File: src/rtl/perfect_checker_ctrl_pkg.sv
// Shared types for the perfect-number checker: ALU op codes, FSM states and
// the per-cycle control word that drives the shared-bus datapath.
package perfect_pkg;

  localparam int unsigned FSEL_W  = 3;
  localparam int unsigned STATE_W = 4;

  localparam logic [FSEL_W-1:0] FSEL_PASS = 3'b000;
  localparam logic [FSEL_W-1:0] FSEL_ADD  = 3'b001;
  localparam logic [FSEL_W-1:0] FSEL_SUB  = 3'b010;
  localparam logic [FSEL_W-1:0] FSEL_INC  = 3'b011;
  localparam logic [FSEL_W-1:0] FSEL_ZERO = 3'b100;

  typedef enum logic [STATE_W-1:0] {
    IDLE    = 4'd0,
    LOADN   = 4'd1,
    INIT    = 4'd2,
    INC_I   = 4'd3,
    CMP     = 4'd4,
    LD_REM  = 4'd5,
    DIV     = 4'd6,
    ADD_SUM = 4'd7,
    FINAL   = 4'd8,
    DONE    = 4'd9
  } state_e;

  typedef struct packed {
    logic              tn;
    logic              ti;
    logic              tr;
    logic              ts;
    logic              tyi;
    logic              tyn;
    logic              ld_n;
    logic              ld_i;
    logic              ld_sum;
    logic              ld_rem;
    logic [FSEL_W-1:0] fselect;
  } ctrl_word_t;

  // State-only (Moore) part of the control word; DIV's conditional ldRem is added by the FSM.
  function automatic ctrl_word_t ctrl_for_state(input state_e s);
    ctrl_word_t c;
    c = '0;
    case (s)
      LOADN:   c.ld_n = 1'b1;
      INIT:    begin c.fselect = FSEL_ZERO; c.ld_i = 1'b1; c.ld_sum = 1'b1; end
      INC_I:   begin c.ti = 1'b1; c.fselect = FSEL_INC; c.ld_i = 1'b1; end
      CMP:     begin c.ti = 1'b1; c.tyn = 1'b1; c.fselect = FSEL_SUB; end
      LD_REM:  begin c.tn = 1'b1; c.fselect = FSEL_PASS; c.ld_rem = 1'b1; end
      DIV:     begin c.tr = 1'b1; c.tyi = 1'b1; c.fselect = FSEL_SUB; end
      ADD_SUM: begin c.ts = 1'b1; c.tyi = 1'b1; c.fselect = FSEL_ADD; c.ld_sum = 1'b1; end
      FINAL:   begin c.ts = 1'b1; c.tyn = 1'b1; c.fselect = FSEL_SUB; end
      default: c = '0;
    endcase
    return c;
  endfunction

endpackage

File: src/rtl/perfect_checker_ctrl_if.sv
// Control/status bundle between the checker FSM (master) and the
// shared-bus datapath (slave).
interface perfect_checker_ctrl_if;
  import perfect_pkg::*;

  logic              start;
  logic              bor;
  logic              zero;
  logic              TN;
  logic              TI;
  logic              TR;
  logic              TS;
  logic              TYI;
  logic              TYN;
  logic              ldN;
  logic              ldI;
  logic              ldSum;
  logic              ldRem;
  logic [FSEL_W-1:0] fselect;
  logic              busy;
  logic              done;
  logic              is_perfect;

  modport master (
    input  start, bor, zero,
    output TN, TI, TR, TS, TYI, TYN, ldN, ldI, ldSum, ldRem, fselect,
    output busy, done, is_perfect
  );

  modport slave (
    output start, bor, zero,
    input  TN, TI, TR, TS, TYI, TYN, ldN, ldI, ldSum, ldRem, fselect,
    input  busy, done, is_perfect
  );
endinterface

File: src/rtl/perfect_checker_ctrl.sv
// Sequencer for the shared-bus perfect-number datapath: walks divisor
// candidates I, divides by repeated subtraction and compares SUM with N.
module perfect_checker_ctrl
  import perfect_pkg::*;
(
  input logic                    clk,
  input logic                    clr,
  perfect_checker_ctrl_if.master bus
);

  state_e     state_q, state_d;
  ctrl_word_t ctrl_q, ctrl_d;
  logic       busy_q, busy_d;
  logic       done_q, done_d;
  logic       added_q, added_d;
  logic       is_perfect_q, is_perfect_d;
  logic       ld_rem_c;

  // Next state, result/flag updates and the control word of the next state.
  always_comb begin
    state_d      = state_q;
    added_d      = added_q;
    is_perfect_d = is_perfect_q;
    case (state_q)
      IDLE:    if (bus.start) state_d = LOADN;
      LOADN:   state_d = INIT;
      INIT:    begin state_d = INC_I; added_d = 1'b0; end
      INC_I:   state_d = CMP;
      CMP:     state_d = bus.bor ? LD_REM : FINAL;
      LD_REM:  state_d = DIV;
      DIV: begin
        if (bus.zero)     state_d = ADD_SUM;
        else if (bus.bor) state_d = INC_I;
      end
      ADD_SUM: begin state_d = INC_I; added_d = 1'b1; end
      FINAL: begin
        state_d      = DONE;
        // Without any divisor added (N=0, N=1) the candidate is never perfect.
        is_perfect_d = bus.zero & ~bus.bor & added_q;
      end
      DONE:    state_d = IDLE;
      default: state_d = IDLE;
    endcase
    ctrl_d = ctrl_for_state(state_d);
    busy_d = (state_d != IDLE);
    done_d = (state_d == DONE);
  end

  // Keep subtracting while the remainder stays positive and nonzero.
  assign ld_rem_c = (state_q == DIV) & ~bus.zero & ~bus.bor;

  always_ff @(posedge clk) begin
    if (clr) begin
      state_q      <= IDLE;
      ctrl_q       <= '0;
      busy_q       <= 1'b0;
      done_q       <= 1'b0;
      added_q      <= 1'b0;
      is_perfect_q <= 1'b0;
    end else begin
      state_q      <= state_d;
      ctrl_q       <= ctrl_d;
      busy_q       <= busy_d;
      done_q       <= done_d;
      added_q      <= added_d;
      is_perfect_q <= is_perfect_d;
    end
  end

  assign bus.TN         = ctrl_q.tn;
  assign bus.TI         = ctrl_q.ti;
  assign bus.TR         = ctrl_q.tr;
  assign bus.TS         = ctrl_q.ts;
  assign bus.TYI        = ctrl_q.tyi;
  assign bus.TYN        = ctrl_q.tyn;
  assign bus.ldN        = ctrl_q.ld_n;
  assign bus.ldI        = ctrl_q.ld_i;
  assign bus.ldSum      = ctrl_q.ld_sum;
  assign bus.ldRem      = ctrl_q.ld_rem | ld_rem_c;
  assign bus.fselect    = ctrl_q.fselect;
  assign bus.busy       = busy_q;
  assign bus.done       = done_q;
  assign bus.is_perfect = is_perfect_q;

endmodule

File: src/flat_wrapper.sv
// flat-port wrapper written by rule: the top's interface ports become plain ports
module perfect_checker_ctrl_flat import perfect_pkg::*;
  (clk, clr, bus_start, bus_bor, bus_zero, bus_TN, bus_TI, bus_TR, bus_TS, bus_TYI, bus_TYN, bus_ldN, bus_ldI, bus_ldSum, bus_ldRem, bus_fselect, bus_busy, bus_done, bus_is_perfect);
  perfect_checker_ctrl_if bus_i ();
  input logic clk;
  input logic clr;
  input wire logic [$bits(bus_i.start)-1:0] bus_start;
  input wire logic [$bits(bus_i.bor)-1:0] bus_bor;
  input wire logic [$bits(bus_i.zero)-1:0] bus_zero;
  output wire logic [$bits(bus_i.TN)-1:0] bus_TN;
  output wire logic [$bits(bus_i.TI)-1:0] bus_TI;
  output wire logic [$bits(bus_i.TR)-1:0] bus_TR;
  output wire logic [$bits(bus_i.TS)-1:0] bus_TS;
  output wire logic [$bits(bus_i.TYI)-1:0] bus_TYI;
  output wire logic [$bits(bus_i.TYN)-1:0] bus_TYN;
  output wire logic [$bits(bus_i.ldN)-1:0] bus_ldN;
  output wire logic [$bits(bus_i.ldI)-1:0] bus_ldI;
  output wire logic [$bits(bus_i.ldSum)-1:0] bus_ldSum;
  output wire logic [$bits(bus_i.ldRem)-1:0] bus_ldRem;
  output wire logic [$bits(bus_i.fselect)-1:0] bus_fselect;
  output wire logic [$bits(bus_i.busy)-1:0] bus_busy;
  output wire logic [$bits(bus_i.done)-1:0] bus_done;
  output wire logic [$bits(bus_i.is_perfect)-1:0] bus_is_perfect;
  assign bus_i.start = bus_start;
  assign bus_i.bor = bus_bor;
  assign bus_i.zero = bus_zero;
  assign bus_TN = bus_i.TN;
  assign bus_TI = bus_i.TI;
  assign bus_TR = bus_i.TR;
  assign bus_TS = bus_i.TS;
  assign bus_TYI = bus_i.TYI;
  assign bus_TYN = bus_i.TYN;
  assign bus_ldN = bus_i.ldN;
  assign bus_ldI = bus_i.ldI;
  assign bus_ldSum = bus_i.ldSum;
  assign bus_ldRem = bus_i.ldRem;
  assign bus_fselect = bus_i.fselect;
  assign bus_busy = bus_i.busy;
  assign bus_done = bus_i.done;
  assign bus_is_perfect = bus_i.is_perfect;
  perfect_checker_ctrl u_core (.clk(clk), .clr(clr), .bus(bus_i));
endmodule
File: config.mk
export PLATFORM = sky130hd
export DESIGN_NAME = perfect_checker_ctrl_flat
export DESIGN_NICKNAME = d
export VERILOG_FILES = /design/src/rtl/perfect_checker_ctrl_pkg.sv /design/src/rtl/perfect_checker_ctrl_if.sv /design/src/rtl/perfect_checker_ctrl.sv /design/src/flat_wrapper.sv
export SDC_FILE = /design/constraint.sdc
export NUM_CORES = 1
export LEC_CHECK = 0
export CELL_PAD_IN_SITES_DETAIL_PLACEMENT = 0
export CELL_PAD_IN_SITES_GLOBAL_PLACEMENT = 1
export CORE_MARGIN = 5
export CORE_UTILIZATION = 32
export DETAILED_ROUTE_END_ITERATION = 10
export PLACE_DENSITY_LB_ADDON = 0.1
export RECOVER_POWER = 25
export SETUP_SLACK_MARGIN = 0.05
export SYNTH_ARGS = -nofsm -noshare
export SYNTH_HDL_FRONTEND = slang
export SYNTH_SLANG_ARGS = --single-unit
File: constraint.sdc
create_clock -name clk -period 1.25 [get_ports clk]
set_input_delay 0.1875 -clock clk [delete_from_list [all_inputs] [get_ports clk]]
set_output_delay 0.1875 -clock clk [all_outputs]
set_load 0.01 [all_outputs]
# --- Word level (Yosys, flattened, before mapping) ---
# Index checks and enable logic that the tools add are counted.
totals:
  regBits: 20
  inputBits: 5
  output_inout_bits: 16
  elab_cells: 66
classes:
  eq_ne: 17
  muxes: 16
  n_bitwise: 7
  reduce_logical: 11
ops:
  columns: ["op", "n"]
  rows:
  - ["$eq 4x3->1 const B", 8]
  - ["$pmux 4 s8", 1]
  - ["$eq 4x2->1 const B", 4]
  - ["$mux 4", 4]
  - ["$reduce_or 2->1", 7]
  - ["$eq 4x4->1 const B", 3]
  - ["$pmux 3 s4", 1]
  - ["$mux 1", 9]
  - ["$eq 4x1->1 const B", 2]
  - ["$and 1x1->1", 4]
  - ["$logic_not 4->1", 1]
  - ["$reduce_bool 4->1", 1]
  - ["$reduce_or 3->1", 1]
  - ["$not 1->1", 2]
  - ["$pmux 1 s2", 1]
  - ["$reduce_bool 2->1", 1]
  - ["$or 1x1->1", 1]

# --- Logic depth before layout (Yosys ltp) ---
logic_depth:
  word_depth: 6
  depth_mapped: 6
  mapped_depth_nobuf: 4

# --- Worst setup path before layout ---
# No wires, ideal clock.
synth_timing:
  path_kind: "register -> register"
  start: "register u_core.state_q[2]"
  end: "register u_core.ctrl_q (netlist bit u_core.bus.TR)"
  setup_time_ns: 0.073
  arrival_time_ns: 1.176
  t_required_ns: 1.177
  path_slack_ns: 0.001
  stages_incl_launch_ff: 6
  n_path_buf: 1
  synth_period_minus_slack_ns: 1.249
  path_cell_list: "dfxtp_1 buf_4 nor4b_2 nor3_2 or2_1 nor3_2"
synth_via:
  elab_chain_cells: 5
  elab_cells_between_ends: 16
  classes_between: "eq/ne: 9; mux: 5; reduce/logical: 2"
synth_lines:
  columns: ["item", "line", "rtl"]
  rows:
  - ["start: declaration", "perfect_checker_ctrl.sv:11", "state_e state_q, state_d;"]
  - ["start signal: assignment", "perfect_checker_ctrl.sv:61", "state_q <= state_d;"]
  - ["$eq 4x2->1 (tied with other cells)", "perfect_checker_ctrl.sv:24", "case (state_q)"]
  - ["$reduce_or 2->1 (no line) or $mux 4 (tied branches)", null, null]
  - ["$pmux 4 s8 *", "perfect_checker_ctrl.sv:24", null]
  - ["$eq 4x3->1 *", "perfect_checker_ctrl_pkg.sv:45", "case (s)"]
  - ["$mux 1 *", "perfect_checker_ctrl_pkg.sv:45", null]
  - ["end signal: assignment", "perfect_checker_ctrl.sv:62", "ctrl_q <= ctrl_d;"]
  - ["end: declaration", "perfect_checker_ctrl.sv:12", "ctrl_word_t ctrl_q, ctrl_d;"]
# Every way passes the cells marked *; elsewhere a longest branch is shown, timed or not.
# A chain may end at the register's enable or synchronous reset.

# --- Worst setup path in the final report ---
layout_timing:
  start: "register u_core.state_q[0]"
  end: "output port bus_ldRem"
layout_via:
  elab_chain_cells: 4
layout_lines:
  columns: ["item", "line", "rtl"]
  rows:
  - ["$eq 4x3->1", "perfect_checker_ctrl.sv:50", "assign ld_rem_c = (state_q == DIV) & ~bus.zero & ~bus.bor;"]
  - ["$and 1x1->1 (2 in a row)", "perfect_checker_ctrl.sv:50", null]
  - ["$or 1x1->1", "perfect_checker_ctrl.sv:79", "assign bus.ldRem = ctrl_q.ld_rem | ld_rem_c;"]
  - ["end: declaration", "flat_wrapper.sv:19", "output wire logic [$bits(bus_i.ldRem)-1:0] bus_ldRem;"]
# No other way between the ends.

==> impl_metrics.yaml <==
routing:
  wire_per_inst_um: 12.2
  first_iter_violations: 6
  firstDrtPassIters: 4
  drc: 0
  via_count: 873
  ant_nets: 0
  drt_wl_total_um: 2210
  vias_per_cell: 4.82
setup_path:
  crit_path_end_kind: "primary output"
  crit_chain: "nor4b_4, a31o_2, buf_6"
  path_delay_family: "flip-flops"
  r2r_slack_ns: -0.09
  worst-path-buf-inv: 1
  cp.required_ns: 1.06
  slowest_delay_ns: 0.36
  crit_start: "u_core.state_q[0]$_SDFF_PP0_"
  startpoint_type: "register"
  worstSetupPathType: "register to primary output"
  cp.arrival_ns: 1.18
  crit_slowest_cell: "dfxtp_2"
  path_max_fanout: 2
  rr_startpoint: "u_core.state_q[2]$_SDFF_PP0_"
layout:
  final_common_cell: "buf_4"
  final_net_count: 156
  register_area_um2: 408
  area_growth_pct: 60.9
  drive_gt1_share_pct: 40.0
  mostFrequentLayoutCells: "buf_4, dlygate4sd2_1, dfxtp_1"
  fill_cells: 253
  n_antenna_cell: 0
  multi_input_area_um2: 512
  fin_util_pct: 53.5
  final_cells: 181
pwr:
  power.total_mw: 1.68
  p_leak_nw: 0.684
  power.density_nw_per_um2: 1150
  vdd.ir_drop.worst_v: 0.000929
synthesis:
  seq_area_frac_synth_pct: 44.1
  synthFlopType: "dfxtp_1"
  synthDistinctLibCells: 38
  syn_avg_cell_area_um2: 8.91
  synth-seq-cells: 20
  synth_edf_count: 0
  yosysWarnings: 0
  async_flop_share_pct: 0
  synth_fp_nets: 107
  netlist_area_um2: 908
  netlist_instances: 102
clocking:
  path_clk_slew_ns: 0.12
  clkLatencyLatePin_ns: 0.31
  numCtsBuffers: 3
  cts_tree: "built"
  cts-root-buf: "clkbuf_4"
  clock_path_buffers: 2
  htreeDepth: 1
  clock-sinks: 20
timing:
  drv_slew: 0
  setup_viol: 12
  rsz0062_at_grt: "yes"
  min_period_over_period_pct: 109
  fmax_mhz: 731
  setup_ws_ns: -0.119
  worst_slew_pin_slew_ns: 0.279
  fin_worst_skew_ns: 0.00283
  relSlewSlack_pct: 81.3
  fin_crit_ns: 1.37
  timing_hold_violations_final: 0
  tns_ns: -0.524
placement:
  dp_cells: 170
  io_buffers: 20
  pre_cts_slack_ns: -0.572
  hpwl_um: 1630
  globalplace.congestion: 0.776
global_route:
  grt_overflow: 0
  grt_max_degree: 19
  antenna_found_initial: 0
  grt.total_usage_pct: 11.9
  grt_pass1_vias: 885
  grt_pass1_wl_um: 3900
die:
  initial_utilization_pct: 33.2
  rows: 19
  die-width_um: 63.3
  fp.coreArea_um2: 2730
  boundaryPins: 21
  die-area_um2: 4000
  die_y_um: 63.3
hold_path:
  min_from: "bus_zero"
  hold_class: "input port to register"
outcome:
  violations: "negative setup slack"
  status: "finished with violations"
run:
  maxCapViolCount: 0
[synth_stat cells (all sizes together) (2+ instances only)]
cell type | number | share of area (%)
nor2 | 10 | 4.4
o21a | 3 | 2.5
or2 | 2 | 1.4
nor2b | 4 | 2.8
dfxtp | 20 | 44
inv | 6 | 2.5
nand2 | 5 | 2.3
o22ai | 3 | 2.1
buf | 6 | 4.5
nand2b | 5 | 3.4
nand3 | 2 | 1.1
a21oi | 6 | 3.7
nand3b | 2 | 1.7
o21ai | 6 | 3.3
nor3 | 5 | 3.9
[flip-flops by register name, indices dropped and copies added, names as in the netlist]
register and flops:
u_core.added_q 1, u_core.bus.TI 1, u_core.bus.TN 1, u_core.bus.TR 1, u_core.bus.TS 1, u_core.bus.TYI 1
u_core.bus.TYN 1, u_core.bus.busy 1, u_core.bus.done 1, u_core.bus.fselect 3, u_core.bus.is_perfect 1, u_core.bus.ldI 1
u_core.bus.ldN 1, u_core.bus.ldSum 1, u_core.state_q 4
[area by class of cell]
cell class / count / area share, %
Sequential cell: 20 / 27.9
Timing Repair Buffer: 51 / 29.3
Clock buffer: 3 / 1.54
Multi-Input combinational cell: 69 / 35.0
Tap cell: 31 / 2.65
Clock inverter: 1 / 2.05
Inverter: 6 / 1.54
[path summary, 6_finish.rpt]
path                                   endpoint  depth (start not counted)
max                                   bus_ldRem                          3
min          u_core.bus.is_perfect$_SDFFE_PP0N_                          4
max reg2reg        u_core.state_q[2]$_SDFF_PP0_                          6
min reg2reg  u_core.bus.is_perfect$_SDFFE_PP0N_                          2
[metrics by stage]
step	cell area, µm²	hold WS [ns]
after floorplan	947	0.356
after global placement	1310	0.468
after detailed placement	1310	0.467
after CTS	1430	0.466
after global routing	1460	0.487
final	1460	0.463
[report_power, final]
part / total [mW] / leakage (nW) / internal, mW / switching, mW
combinational: 0.443 / 0.492 / 0.233 / 0.210
clock: 0.541 / 0.0279 / 0.324 / 0.216
sequential: 0.698 / 0.165 / 0.679 / 0.0192
[routing by layer]
layer / GRT usage (%) / vias to the layer above / part of all wire [%]
met5: 0 / - / 0
met4: 3.90 / 0 / 0.77
met3: 3.73 / 2 / 4.7
met2: 21.5 / 16 / 50
met1: 13.0 / 408 / 44
li1: - / 447 / -
[logic make-up (layout without fill, tap and decap cells)]
logic type / Yosys count / in the layout / share of synthesized area (%)
simple gates: 40 / 40 / 25.8
compound gates: 27 / 27 / 20.8
flops: 20 / 20 / 44.1
buf+inv: 13 / 61 / 7.44
xor+xnor: 2 / 2 / 1.93
[timing repair]
item / CTS / global route
hold buffers: 0 / 0
gates cloned: 0 / 0
pin swaps: 15 / 5
setup buffers: 5 / 2
endpoints found under the setup margin: 35 / 19
gates resized for setup: 38 / 5
hold endpoints to repair: 0 / 0
[worst reg2reg max path: cells and delay by family, from the launching register on]
kind,cells,cell delay (ns)
and+or+nand+nor,1,0.18
DFF,1,0.37
buffers and inverters,3,0.42
AOI/OAI and AO/OA,2,0.34
(Power assumes the default switching activity.)
